--- config.mk ---
export PLATFORM = sky130hd
export DESIGN_NAME = hazard_ctrl
export DESIGN_NICKNAME = d
export VERILOG_FILES = /design/src/rtl/hazard_ctrl.sv
export SDC_FILE = /design/constraint.sdc
export NUM_CORES = 1
export LEC_CHECK = 0
export BUFFER_PORTS_ARGS = -buffer_cell sky130_fd_sc_hd__buf_2
export CORE_ASPECT_RATIO = 0.7
export CORE_MARGIN = 2
export CORE_UTILIZATION = 39
export CTS_BUF_LIST = sky130_fd_sc_hd__clkbuf_8
export DETAILED_ROUTE_END_ITERATION = 8
export PLACE_DENSITY = 0.71
export SLEW_MARGIN = 20
export SYNTH_ARGS = -nofsm -noshare
export SYNTH_HDL_FRONTEND = slang
export SYNTH_SLANG_ARGS = --single-unit
--- constraint.sdc ---
create_clock -name clk -period 2 [get_ports clk]
set_input_delay 0.4 -clock clk [delete_from_list [all_inputs] [get_ports clk]]
set_output_delay 0.4 -clock clk [all_outputs]
set_load 0.02 [all_outputs]
--- src/rtl/hazard_ctrl.sv ---
// hazard_ctrl: pipeline stall/flush control for load-use, redirect and data-memory wait with timeout.
// Optional HAZARD_PERF_EN adds saturating stall_cycles / flush_events counters.
module hazard_ctrl #(
  parameter int TIMEOUT_CYCLES = 16
) (
  input  logic        clk,
  input  logic        reset,
  input  logic [4:0]  id_rs1,
  input  logic [4:0]  id_rs2,
  input  logic [4:0]  ex_rd,
  input  logic        ex_memread,
  input  logic        ex_redirect,
  input  logic        mem_access,
  input  logic        dmem_ready,
  output logic        dmem_req,
  output logic        pc_write,
  output logic        ifid_en,
  output logic        idex_en,
  output logic        exmem_en,
  output logic        memwb_en,
  output logic        ifid_flush,
  output logic        idex_flush,
  output logic        memwb_flush,
  output logic [1:0]  state,
`ifdef HAZARD_PERF_EN
  output logic [15:0] stall_cycles,
  output logic [15:0] flush_events,
`endif
  output logic        err
);
  typedef enum logic [1:0] {RUN = 2'd0, MEM_WAIT = 2'd1, ERROR = 2'd2} state_t;
  localparam logic [7:0] LAST = 8'(TIMEOUT_CYCLES - 1);
  state_t     r_state;
  logic [7:0] r_cnt;
  logic       r_err;
  logic       w_mem_stall, w_load_use, w_hold, w_err_st, w_run, w_redir, w_lu;
  assign w_mem_stall = mem_access & ~dmem_ready;
  assign w_load_use  = ex_memread & (ex_rd != 5'd0) & ((ex_rd == id_rs1) | (ex_rd == id_rs2));
  // MEM_WAIT keeps the pipe frozen until ready, regardless of mem_access
  assign w_hold   = (r_state == RUN) ? w_mem_stall : (r_state == MEM_WAIT) ? ~dmem_ready : 1'b0;
  assign w_err_st = (r_state == ERROR);
  assign w_run    = ~reset & ~w_hold & ~w_err_st;
  assign w_redir  = w_run & ex_redirect;
  assign w_lu     = w_run & ~ex_redirect & w_load_use;
  assign pc_write    = w_run & ~w_lu;
  assign ifid_en     = w_run & ~w_lu;
  assign idex_en     = w_run;
  assign exmem_en    = w_run;
  assign memwb_en    = w_run;
  assign ifid_flush  = reset | w_redir;
  assign idex_flush  = reset | w_redir | w_lu;
  assign memwb_flush = reset | w_hold;
  assign dmem_req    = ~reset & mem_access & ~w_err_st;
  assign state       = r_state;
  assign err         = r_err;
  always_ff @(posedge clk or posedge reset) begin
    if (reset) begin
      r_state <= RUN;
      r_cnt   <= 8'd0;
      r_err   <= 1'b0;
    end else if (r_state == RUN && w_mem_stall) begin
      r_state <= MEM_WAIT;
      r_cnt   <= 8'd1;
    end else if (r_state == MEM_WAIT) begin
      if (dmem_ready) begin
        r_state <= RUN;
        r_cnt   <= 8'd0;
      end else begin
        r_cnt <= r_cnt + 8'd1;
        if (r_cnt == LAST) begin
          r_state <= ERROR;
          r_err   <= 1'b1;
        end
      end
    end
  end
`ifdef HAZARD_PERF_EN
  logic [15:0] r_stall, r_flush;
  assign stall_cycles = r_stall;
  assign flush_events = r_flush;
  always_ff @(posedge clk or posedge reset) begin
    if (reset) begin
      r_stall <= 16'd0;
      r_flush <= 16'd0;
    end else begin
      if (~pc_write && ~w_err_st && r_stall != 16'hFFFF) r_stall <= r_stall + 16'd1;
      if (w_redir && r_flush != 16'hFFFF) r_flush <= r_flush + 16'd1;
    end
  end
`endif
endmodule

==> run_results.csv <==
group,metric,value,unit
global_route,grt_max_degree,13,
setup_path,worstReg2RegEnd,"r_cnt[7]",
setup_path,rr_worst_depth,6,
clock_network,cts_sinks,11,
power_and_ir_drop,total_power,0.572,mW
placement,hpwl,1580,um
outcome,outcome,"complete, no violations",
placement,dp.cells,148,
setup_path,crit_type,"reg -> out",
power_and_ir_drop,p_leak,0.560,nW
layout,fin_cells,155,
synthesis,syn_area,791,um2
global_route,grt_pass1_vias,805,
synthesis,synth.distinct_cells,35,
layout,n_antenna_cell,0,
clock_network,cts_hold_buffers,0,
detailed_routing,wl_per_cell,13.9,um
synthesis,ys_seq_elements,11,
synthesis,avgSynthCellArea,8.69,um2
power_and_ir_drop,netSwitchingPower,0.149,mW
power_and_ir_drop,combPwrFrac,21.8,%
run,max-cap-violations,0,
detailed_routing,drt-vias-per-instance,5.43,
layout,drive_above_1_share,41.4,%
sta,hold_viol,0,
layout,area_growth,42.1,%
floorplanning,io_pins,33,
power_and_ir_drop,clockPowerShare,38.0,%
setup_path,critical_path_required,1600,ps
synthesis,synth_nets,113,
min_path,hold_path.class,"in -> async",
global_route,antenna_found_initial,0,
synthesis,syn_inst,91,
power_and_ir_drop,p_int,0.423,mW
layout,nNetsFinal,156,
detailed_routing,drc_errors,0,
detailed_routing,vias,841,
setup_path,crit_arrival,1580,ps
power_and_ir_drop,seqPwrFrac,40.2,%
clock_network,htreeDepth,1,
floorplanning,core-area,1890,um2
power_and_ir_drop,p_sw_share,26.1,%
floorplanning,num_rows,13,
floorplanning,start_util,41.9,%
clock_network,root_buffer,"clkbuf_8",
setup_path,path_max_fanout,3,
sta,skew,4.23,ps
detailed_routing,drt-total-wl,2160,um
setup_path,r2r_start,"state[1]",
sta,drv_slew,0,
clock_network,cts_tree,"yes",
detailed_routing,dr.pass1.iters,4,
synthesis,yosysSeqAreaShare,34.8,%
layout,fill_cells,172,
floorplanning,die_y,41.7,um
sta,rsz0062_at_grt,"true",
power_and_ir_drop,powerDensity,509,nW/um2
setup_path,cp-startpoint,"state[1]",
setup_path,reg2reg_slack,160,ps
synthesis,yosys_warnings,0,
sta,clock.fmax,0.506,GHz
sta,worst_pin_slew,589,ps
floorplanning,die_x,57.8,um
clock_network,clock_path_buffers,2,
sta,fin_crit,1980,ps
placement,gp_congestion,0.815,
sta,setup-violations-final,0,
clock_network,clk_pin_slew,50,ps
setup_path,worstSetupEndpoint,"idex_flush",
setup_path,startpoint_type,"flop",
power_and_ir_drop,irDropWorstVdd,0.520,mV
setup_path,end_kind,"primary output",
global_route,grt.total_usage,19.5,%
clock_network,cts_buffers,3,
sta,setup_tns,0,ps
placement,port-buffer-count,32,
global_route,grt_overflow,0,
clock_network,worstSkewPairLatency,240,ps
sta,relSlewSlack,60.4,%
global_route,grt_pass1_wl,3620,um
sta,finalCritPeriodShare,98.8,%
floorplanning,die-area,2410,um2
detailed_routing,drtIter0Drc,29,
detailed_routing,final_antenna_net_count,0,
-- cells in the mapped netlist --
cell type / count / share of area, %
a211oi_1: 1 / 0.95
a21o_1: 1 / 0.95
a21oi_1: 3 / 1.9
a22o_1: 1 / 1.1
a31o_1: 1 / 1.1
a31o_2: 1 / 1.1
a31oi_1: 2 / 1.6
and3_1: 3 / 2.4
buf_2: 1 / 0.63
buf_4: 4 / 3.8
dfrtp_1: 11 / 35
ha_1: 1 / 1.6
inv_1: 5 / 2.4
inv_2: 1 / 0.47
mux2i_1: 1 / 1.3
nand2_1: 7 / 3.3
nand2b_1: 2 / 1.6
nand3_1: 4 / 2.5
nor2_1: 7 / 3.3
nor2b_2: 1 / 1.1
nor3_1: 1 / 0.63
nor3b_1: 1 / 0.95
nor4_1: 1 / 0.79
o211a_1: 1 / 1.3
o211ai_1: 1 / 0.95
o21a_1: 2 / 1.9
o21ai_0: 3 / 1.9
o21ai_2: 1 / 1.1
o22ai_1: 2 / 1.6
o311ai_1: 1 / 1.1
o31ai_1: 3 / 2.8
or2_2: 1 / 0.79
or4_1: 2 / 1.9
xnor2_1: 12 / 13
xor2_1: 1 / 1.1
-- cell type report --
class                      instances  area, um2  share of cell area (%)
multi-input combinational         69        493                    43.9
inverter                           6       22.5                    2.00
timing repair buffer              43        260                    23.2
sequential                        11        275                    24.5
clock inverter                     1       3.75                   0.334
tap                               22       27.5                    2.45
clock buffer                       3       41.3                    3.67
-- cells in the final DEF (no fill, tap or decap), drive strengths merged, types with 3 or more instances in the layout --
cell type | synthesis | final
and3 | 3 | 3
o31ai | 3 | 3
o21ai | 4 | 4
a21oi | 3 | 3
dfrtp | 11 | 11
inv | 6 | 7
buf | 5 | 43
nand3 | 4 | 4
nor2 | 7 | 7
xnor2 | 12 | 12
nand2 | 7 | 7
clkbuf | 0 | 3
-- timing repair --
| item | 4_1_cts | 5_1_grt |
|---|---|---|
| pin swaps | 1 | 6 |
| cloned | 0 | 0 |
| resized for setup | 0 | 6 |
| endpoints found under the setup margin | 3 | 3 |
| buffers inserted | 2 | 1 |
-- cell families after synthesis --
kind of cell             Yosys count  share of synthesized area [%]
AO/OA/AOI/OAI                     24                           21.4
XOR/XNOR                          13                           14.4
adder cells (fa/ha/maj)            1                           1.58
buffers and inverters             11                           7.28
flip-flops                        11                           34.8
multiplexers                       1                           1.27
AND/OR/NAND/NOR                   30                           19.3
-- how the worst min path moves through the flow --
stage          endpoint  slack (ps)  cells after the start
3_3_place_gp        err         450                      1
6_report       r_cnt[6]         240                      3
5_1_grt        r_cnt[6]         280                      3
3_5_place_dp        err         460                      1
2_1_floorplan       err         290                      1
4_1_cts        r_cnt[6]         250                      3
-- per-stage QoR --
stage / setup slack (ps) / instance area, um2 / hold WS, ps / util (%)
floorplan: -44.4 / 822 / 287 / -
global placement: 1.37 / 1030 / 453 / 54.8
detailed placement: -7.17 / 1030 / 465 / 54.8
CTS: -14.5 / 1090 / 246 / 58.0
global route: -32.8 / 1120 / 284 / 59.5
finish: 23.9 / 1120 / 240 / 59.5
-- flip-flops by register name, summed over array words and instances, names as in the netlist --
register  flops
err           1
r_cnt         8
state         2
-- worst max-delay path, cell delays in order, from the launching register on --
cell	delay [ps]
dfrtp_1	430
o311ai_4	320
inv_2	70
a21o_4	200
a31o_1	190
buf_6	130
-- layer usage --
layer	global-route usage, %	share of wire (%)	vias to the layer above
li1	-	-	404
met1	26.7	44	402
met4	5.12	2.0	0
met5	0	0	-
met3	7.48	7.3	4
met2	28.9	46	31
-- power groups by stage --
stage / clock [mW] / combinational, mW / sequential (mW)
6_report: 0.217 / 0.125 / 0.230
5_1_grt: 0.234 / 0.137 / 0.229
4_1_cts: 0.224 / 0.119 / 0.229
3_5_place_dp: 0 / 0.117 / 0.233
3_3_place_gp: 0 / 0.115 / 0.233
2_1_floorplan: 0 / 0.0672 / 0.233
Note: power is estimated with default switching activity, not from simulation.
